===== src/rtl/reg_share_arb_pkg.sv =====
// Shared definitions for the register-sharing arbiter: FSM state encoding
// and the index-width helper used to size requester indices.
package reg_arb_pkg;

  typedef enum logic [1:0] {
    IDLE = 2'd0,
    GNT  = 2'd1,
    ACK  = 2'd2
  } state_e;

  // Bits needed to index n requesters, never less than one.
  function automatic int idx_w(input int n);
    return (n > 1) ? $clog2(n) : 1;
  endfunction

endpackage


===== src/rtl/reg_share_arb_if.sv =====
// Requester-side bus of the register-sharing arbiter: request/data in,
// grant/ack/shared-register contents out.
interface reg_share_arb_if #(
  parameter int BIT  = 8,
  parameter int NREQ = 4
);
  logic [NREQ-1:0]     req;
  logic [NREQ*BIT-1:0] din;
  logic [NREQ-1:0]     gnt;
  logic [NREQ-1:0]     ack;
  logic [BIT-1:0]      out;
  logic                busy;

  modport master (output req, din, input gnt, ack, out, busy);
  modport slave  (input req, din, output gnt, ack, out, busy);
endinterface


===== src/rtl/reg_share_arb_rr_pick.sv =====
// Combinational requester selection. Round-robin search upward from last+1
// by default; REG_ARB_FIXED_PRIO_EN switches to lowest-index-wins.
module rr_pick
  import reg_arb_pkg::*;
#(
  parameter int NREQ = 4,
  parameter int IW   = idx_w(NREQ)
) (
  input  logic [NREQ-1:0] req,
  input  logic [IW-1:0]   last,
  output logic [IW-1:0]   idx,
  output logic            valid
);

`ifdef REG_ARB_FIXED_PRIO_EN
  logic unused_last;
  assign unused_last = ^last;

  always_comb begin
    idx   = '0;
    valid = 1'b0;
    for (int i = NREQ - 1; i >= 0; i--) begin
      if (req[IW'(i)]) begin
        idx   = IW'(i);
        valid = 1'b1;
      end
    end
  end
`else
  // Walk from the farthest candidate to the nearest so the nearest wins.
  always_comb begin
    int          c;
    logic [IW-1:0] ci;
    idx   = '0;
    valid = 1'b0;
    c     = 0;
    ci    = '0;
    for (int k = NREQ; k >= 1; k--) begin
      c  = (int'(last) + k) % NREQ;
      ci = IW'(c);
      if (req[ci]) begin
        idx   = ci;
        valid = 1'b1;
      end
    end
  end
`endif

endmodule


===== src/rtl/reg_share_arb.sv =====
// Shares one BIT-wide holding register among NREQ requesters with an
// IDLE/GNT/ACK sequence. Optional macro: REG_ARB_FIXED_PRIO_EN (in rr_pick).
module reg_share_arb
  import reg_arb_pkg::*;
#(
  parameter int BIT  = 8,
  parameter int NREQ = 4
) (
  input logic          clk,
  input logic          rst,
  reg_share_arb_if.slave bus
);

  localparam int IW = idx_w(NREQ);

  state_e          state_q, state_d;
  logic [IW-1:0]   idx_q, idx_d;
  logic [IW-1:0]   last_q, last_d;
  logic [NREQ-1:0] gnt_q, gnt_d;
  logic [NREQ-1:0] ack_q, ack_d;
  logic [BIT-1:0]  out_q, out_d;

  logic [IW-1:0]   pick_idx;
  logic            pick_vld;
  logic [BIT-1:0]  din_a [NREQ];

  always_comb begin
    for (int i = 0; i < NREQ; i++) din_a[i] = bus.din[i*BIT +: BIT];
  end

  rr_pick #(.NREQ(NREQ), .IW(IW)) u_pick (
    .req   (bus.req),
    .last  (last_q),
    .idx   (pick_idx),
    .valid (pick_vld)
  );

  always_comb begin
    state_d = state_q;
    idx_d   = idx_q;
    last_d  = last_q;
    gnt_d   = gnt_q;
    ack_d   = ack_q;
    out_d   = out_q;
    case (state_q)
      IDLE: if (pick_vld) begin
        idx_d   = pick_idx;
        gnt_d   = NREQ'(1) << pick_idx;
        state_d = GNT;
      end
      // A requester that drops req while granted aborts without a write.
      GNT: if (bus.req[idx_q]) begin
        out_d   = din_a[idx_q];
        ack_d   = NREQ'(1) << idx_q;
        last_d  = idx_q;
        state_d = ACK;
      end else begin
        gnt_d   = '0;
        state_d = IDLE;
      end
      ACK: begin
        ack_d   = '0;
        gnt_d   = '0;
        state_d = IDLE;
      end
      default: begin
        ack_d   = '0;
        gnt_d   = '0;
        state_d = IDLE;
      end
    endcase
  end

  always_ff @(posedge clk or posedge rst) begin
    if (rst) begin
      state_q <= IDLE;
      idx_q   <= '0;
      last_q  <= IW'(NREQ - 1);
      gnt_q   <= '0;
      ack_q   <= '0;
      out_q   <= '0;
    end else begin
      state_q <= state_d;
      idx_q   <= idx_d;
      last_q  <= last_d;
      gnt_q   <= gnt_d;
      ack_q   <= ack_d;
      out_q   <= out_d;
    end
  end

  assign bus.gnt  = gnt_q;
  assign bus.ack  = ack_q;
  assign bus.out  = out_q;
  assign bus.busy = (state_q != IDLE);

endmodule


===== src/flat_wrapper.sv =====
// flat-port wrapper written by rule: the top's interface ports become plain ports
module reg_share_arb_flat import reg_arb_pkg::*;
#(
  parameter int BIT  = 8,
  parameter int NREQ = 4
)
  (clk, rst, bus_req, bus_din, bus_gnt, bus_ack, bus_out, bus_busy);
  reg_share_arb_if #(.BIT(BIT), .NREQ(NREQ)) bus_i ();
  input logic clk;
  input logic rst;
  input wire logic [$bits(bus_i.req)-1:0] bus_req;
  input wire logic [$bits(bus_i.din)-1:0] bus_din;
  output wire logic [$bits(bus_i.gnt)-1:0] bus_gnt;
  output wire logic [$bits(bus_i.ack)-1:0] bus_ack;
  output wire logic [$bits(bus_i.out)-1:0] bus_out;
  output wire logic [$bits(bus_i.busy)-1:0] bus_busy;
  assign bus_i.req = bus_req;
  assign bus_i.din = bus_din;
  assign bus_gnt = bus_i.gnt;
  assign bus_ack = bus_i.ack;
  assign bus_out = bus_i.out;
  assign bus_busy = bus_i.busy;
  reg_share_arb #(.BIT(BIT), .NREQ(NREQ)) u_core (.clk(clk), .rst(rst), .bus(bus_i));
endmodule

===== config.mk =====
export PLATFORM = sky130hd
export DESIGN_NAME = reg_share_arb_flat
export DESIGN_NICKNAME = d
export VERILOG_FILES = /design/src/rtl/reg_share_arb_pkg.sv /design/src/rtl/reg_share_arb_if.sv /design/src/rtl/reg_share_arb_rr_pick.sv /design/src/rtl/reg_share_arb.sv /design/src/flat_wrapper.sv
export SDC_FILE = /design/constraint.sdc
export NUM_CORES = 1
export LEC_CHECK = 0
export CAP_MARGIN = 20
export CORE_MARGIN = 2
export CORE_UTILIZATION = 37
export CTS_CLUSTER_DIAMETER = 200
export DETAILED_ROUTE_END_ITERATION = 7
export GPL_TIMING_DRIVEN = 0
export PLACE_DENSITY_LB_ADDON = 0.05
export REMOVE_ABC_BUFFERS = 1
export SYNTH_ARGS = -nofsm -noshare
export SYNTH_HDL_FRONTEND = slang
export SYNTH_SLANG_ARGS = --single-unit

===== constraint.sdc =====
create_clock -name clk -period 1.55 [get_ports clk]
set_input_delay 0.31 -clock clk [delete_from_list [all_inputs] [get_ports clk]]
set_output_delay 0.31 -clock clk [all_outputs]
set_load 0.01 [all_outputs]

Yosys cells after proc, flatten, opt, wreduce, memory -nomap -nowiden. Index checks and enable logic that the tools add are counted.

$add $sub $neg: 4. Magnitude comparators: 6. Eq/ne operators: 4. Shift operators: 2. Multiplexer cells: 29. Bitwise operators: 2. Reductions and logical operators: 6.

Operator list (number): $bmux 8 s2 (1); $mux 8 (2); $pmux 4 s2 (2); $lt 2x3->1 const B (5); $mux 2 (6); $mux 4 (3); $bmux 1 s2 (5); $mux 1 (9); $reduce_and 2->1 (4); $shl 1x2->4 const A (2); $add 2x1->2 const B (2); $add 2x2->2 const B (2); $ne 2x1->1 const B (2); $pmux 2 s2 (1); $ge 3x3->1 const B (1); $not 2->3 (1); $eq 2x1->1 const B (1); $logic_not 2->1 (1); $ne 2x2->1 const B (1); $reduce_bool 2->1 (1); $not 1->1 (1).

Register bits after elaboration: 22. Bits of input ports: 38. Output and inout port bits: 17. Logic and storage cells: 59.

Longest topological paths before layout.
Word-level depth: 10. Gate-level depth with buffers: 6. Gate-level depth less buffers: 5.

Modules after synthesis. A second synthesis with hierarchy kept.

Cells, all modules: 100. Area total of the unflattened synthesis: 1251.2 µm².

Modules (own cells, without submodules): reg_share_arb (times used 1, cells each 86, area an instance 1159.9 µm², sequential area each 553.0 µm²); rr_pick (times used 1, cells each 14, area an instance 91.3 µm², sequential area each 0.0 µm²).

Worst setup path after synthesis. Ideal clock, no wire load.

Path type: reg-to-reg. Start point: register u_core.idx_q[0]. End point: register u_core.out_q[5], in the netlist u_core.bus.out[5]. Setup time: 127 ps. Arrival: 1531 ps. Path slack: -109 ps. Cell stages (with the launch flop): 6. Buffers on the path: 2. Path through: dfrtp_1 > buf_6 > mux4_2 > nand3b_4 > buf_12 > mux2_1.

Word-level cells in the longest chain between the ends: 4. Elaborated cells on any way between the ends: 7. Those cells by class: mux: 5; bitwise: 1; reduce/logical: 1.

Ends and longest elaborated chain: from (decl) (RTL line reg_share_arb.sv:17) `logic [IW-1:0] idx_q, idx_d;`; from (signal assigned) (RTL line reg_share_arb.sv:84) `idx_q <= idx_d;`; $not 2->3 (implied by the code) (RTL line reg_share_arb.sv:53) `out_d = din_a[idx_q];`; $bmux 8 s2 (RTL line reg_share_arb.sv:53); $mux 8 (implied by the code) (2 in a row) (RTL line reg_share_arb.sv:53); to (signal assigned) (RTL line reg_share_arb.sv:88) `out_q <= out_d;`; to (decl) (RTL line reg_share_arb.sv:21) `logic [BIT-1:0] out_q, out_d;`.

Several ways; a longest one is shown, not always the timed one. The select of a mux whose other input is x is not followed. A chain may end at the register's enable or synchronous reset.

Worst setup path after layout. Same ends and word-level chain as after synthesis.

==> results.yml <==
run_status:
  result_of_the_run: "finished, violations left"
  violations_in_the_final_reports: "setup timing"
synthesis:
  synth.distinct_cells: 33
  synth_seq_area_share_pct: 46.14
  yosys.area.top_type_share_pct: 41.75
  synth_most_common_cell: "sky130_fd_sc_hd__dfrtp_1"
  netlist_instances: 89
  post_synth_edffs: 0
  yosys_most_used_dff: "sky130_fd_sc_hd__dfrtp_1"
  post_synth.cell_area_avg_um2: 13.47
  synth_area_mm2: 0.001199
  netlist_top_cells_area: "sky130_fd_sc_hd__dfrtp_1 42%, sky130_fd_sc_hd__mux4_2 11%, sky130_fd_sc_hd__mux2_4 7.5%"
  synth_common_cells: "20 x sky130_fd_sc_hd__dfrtp_1, 6 x sky130_fd_sc_hd__mux2_4, 6 x sky130_fd_sc_hd__mux4_2, 6 x sky130_fd_sc_hd__nand2_1"
  synth.largest_area_cell: "sky130_fd_sc_hd__dfrtp_1"
  synthArstFlopShare_pct: 100.0
  synth-seq-cells: 22
  synthesis.yosys.warnings: 0
critical_path:
  critical_path.max_fanout: 6
  worst-endpoint-arrival_ns: 1.86
  slowest_delay_ns: 0.59
  element_type_at_the_critical_path_end: "register"
  path_buf_inv: 0
  crit_type: "register to register"
  path_cells: "mux4_2, nand3b_4, mux2_4"
  cp_slowest_cell: "sky130_fd_sc_hd__mux4_2"
  worst_path_dominant_cell_family: "multiplexers"
  worst_setup_path_start_kind: "register"
  critPathRequiredTime_ns: 1.75
die:
  start_util_pct: 38.94
  chipWidth_um: 60.92
  row_cnt: 20
  fp.dieH_um: 60.92
  coreArea_mm2: 0.003078
  num_io_pins: 55
  fp.dieArea_mm2: 0.003711
power_and_ir_drop:
  max-vdd-ir-drop_v: 0.0008562
  p_switching_mw: 1.189
  sequentialPowerShare_pct: 32.6
  power.clock.fraction_pct: 9.3
  power.density_cell_area_mw_per_mm2: 1756
  power_switching_share_pct: 35.21
  power_report.internal_total_mw: 2.189
  leak_nw: 1.015
  combinationalPowerShare_pct: 58.1
route:
  drtPass1Iterations: 4
  number_of_nets_still_failing_antenna_checks_after_routing: 0
  drt_iter0_drc: 29
  post_drt_via_cell_ratio: 5.130
  drc_viols: 0
  detailed_route_wire_length_per_cell_um: 15.04
  detailroute.via_count: 990
  wirelength_um: 2903
cts:
  clkTransAtPathRegs_ns: 0.12
  cts.sinks: 22
  htree_num_levels: 1
  cts_tree: "built"
  clockRootBuffer: "sky130_fd_sc_hd__clkbuf_4"
  cts-root-to-sink-buffers: 2
  clock_latency_reported_for_the_late_side_of_the_worst_skew_pair_ns: 0.30
  number_of_buffers_created_by_cts: 3
sta:
  finalCritPeriodShare_pct: 107.0
  finalSetupViolations: 13
  fin_worst_hold_slack_ns: 0.4655
  fmax_mhz: 602.9
  fin_ws_ns: -0.1087
  rsz0062_at_grt: "yes"
  timing_max_transition_violations_final: 0
  skew_ns: 0.0009124
  worst_slew_slack_as_a_fraction_of_its_limit_pct: 44.49
  final.min_clock_period_ns: 1.659
  timing_worst_slew_pin_value_ns: 0.8317
  hold_violations: 0
placement:
  place_hpwl_um: 1991
  gpl_congestion: 0.7590
  placement.io_buffers: 54
  detailedPlace.worstSlack_ns: -0.6559
layout:
  area_delta_synth_final_pct: 60.54
  final_net_count: 188
  antenna_cells: 0
  n_fill_cell: 259
  final_layout_size_suffix_gt1_share_pct: 25.50
run:
  maxcap_viol_count: 0
grt:
  grt_antenna_before_repair: 0
  grt_util_all_layers_pct: 16.75
  grt_max_degree: 23
  grt_first_pass_wirelength_um: 4526
  grt-ovfl-total: 0
  first_global_vias: 1035
worst_hold_path:
  worstHoldPathType: "input pin to asynchronous set/reset pin"
sequential cells by signal, summed over array words and instances, names as in the netlist:
signal and flops:
u_core.bus.out 8, u_core.bus.gnt 4, u_core.bus.ack 4, u_core.last_q 2
u_core.state_q 2, u_core.idx_q 2
placed cells by master (no fill, tap or decap), types with 3 or more instances in the layout:
cell type,n
sky130_fd_sc_hd__a21oi_1,5
sky130_fd_sc_hd__buf_4,4
sky130_fd_sc_hd__clkbuf_4,3
sky130_fd_sc_hd__clkdlybuf4s50_1,34
sky130_fd_sc_hd__dfrtp_1,16
sky130_fd_sc_hd__dfrtp_2,3
sky130_fd_sc_hd__dlygate4sd2_1,4
sky130_fd_sc_hd__dlymetal6s2s_1,15
sky130_fd_sc_hd__inv_1,5
sky130_fd_sc_hd__mux2_4,9
sky130_fd_sc_hd__mux4_1,3
sky130_fd_sc_hd__mux4_2,6
sky130_fd_sc_hd__nand2_1,4
sky130_fd_sc_hd__nand2b_1,3
sky130_fd_sc_hd__nor2_1,3
layout make-up:
cell class	instances	area (um2)	area share (%)
inverters	5	18.77	0.9753
flip-flops and latches	22	560.5	29.13
repair buffers	59	614.3	31.92
multi-input cells	59	639.4	33.22
clock buffers	4	36.28	1.886
well taps	44	55.05	2.861
kinds of logic (layout without fill, tap and decap cells):
group,after synthesis,in the layout,share of synthesized area [%]
simple gates,22,23,10.44
flops,22,22,46.14
mux,18,18,28.18
buf+inv,9,68,4.906
compound gates,18,18,10.33
power groups by stage:
stage	Combinational [mW]	Clock [mW]	Sequential, mW
2_1_floorplan	0.878	0	1.23
3_3_place_gp	1.64	0	1.19
3_5_place_dp	1.65	0	1.20
4_1_cts	1.92	0.328	1.11
5_1_grt	2.12	0.353	1.15
6_report	1.96	0.315	1.10
path summary, 6_finish.rpt:
| path | startpoint | end | slack [ns] | depth (start not counted) |
|---|---|---|---|---|
| max | u_core.idx_q[0]$_DFFE_PP0P_ | u_core.bus.out[5]$_DFFE_PP0P_ | -0.11 | 3 |
| min | rst | u_core.bus.out[1]$_DFFE_PP0P_ | 0.47 | 2 |
| max reg2reg | u_core.idx_q[0]$_DFFE_PP0P_ | u_core.bus.out[5]$_DFFE_PP0P_ | -0.11 | 3 |
| min reg2reg | u_core.bus.gnt[3]$_DFFE_PP0P_ | u_core.bus.gnt[3]$_DFFE_PP0P_ | 0.51 | 1 |
| max in group asynchronous | rst | u_core.idx_q[0]$_DFFE_PP0P_ | 0.49 | 2 |
| min in group clk | u_core.bus.gnt[3]$_DFFE_PP0P_ | u_core.bus.gnt[3]$_DFFE_PP0P_ | 0.51 | 1 |
through the flow:
step / util, % / std cells / power, mW / TNS (ns) / cell area (um2)
floorplan: - / 85 / 2.112 / -5.061 / 1159
global placement: 56.99 / 183 / 2.837 / -10.65 / 1754
detailed placement: 56.99 / 183 / 2.854 / -10.89 / 1754
CTS: 60.08 / 193 / 3.353 / -1.075 / 1849
global route: 62.52 / 193 / 3.626 / -1.813 / 1924
finish: 62.52 / 193 / 3.378 / -0.9696 / 1924
what timing repair did:
item	in CTS	in global routing
hold buffers	0	0
resized for setup	11	27
setup buffers	5	0
gates cloned	1	0
endpoints found under the setup margin	20	34
pin swaps	2	5
worst reg2reg max path, cell delays in order (launching register included):
cell,delay (ns)
sky130_fd_sc_hd__dfrtp_4,0.44
sky130_fd_sc_hd__mux4_2,0.59
sky130_fd_sc_hd__nand3b_4,0.21
sky130_fd_sc_hd__mux2_4,0.32
layer usage:
| metal | GRT usage (%) | part of all wire, % | up-vias |
|---|---|---|---|
| met5 | 0 | 0 | - |
| met4 | 6.522 | 0.55 | 0 |
| met3 | 2.559 | 7.6 | 2 |
| met2 | 28.11 | 48 | 33 |
| met1 | 21.79 | 44 | 488 |
| li1 | - | - | 467 |
Note: power is estimated with default switching activity, not from simulation.
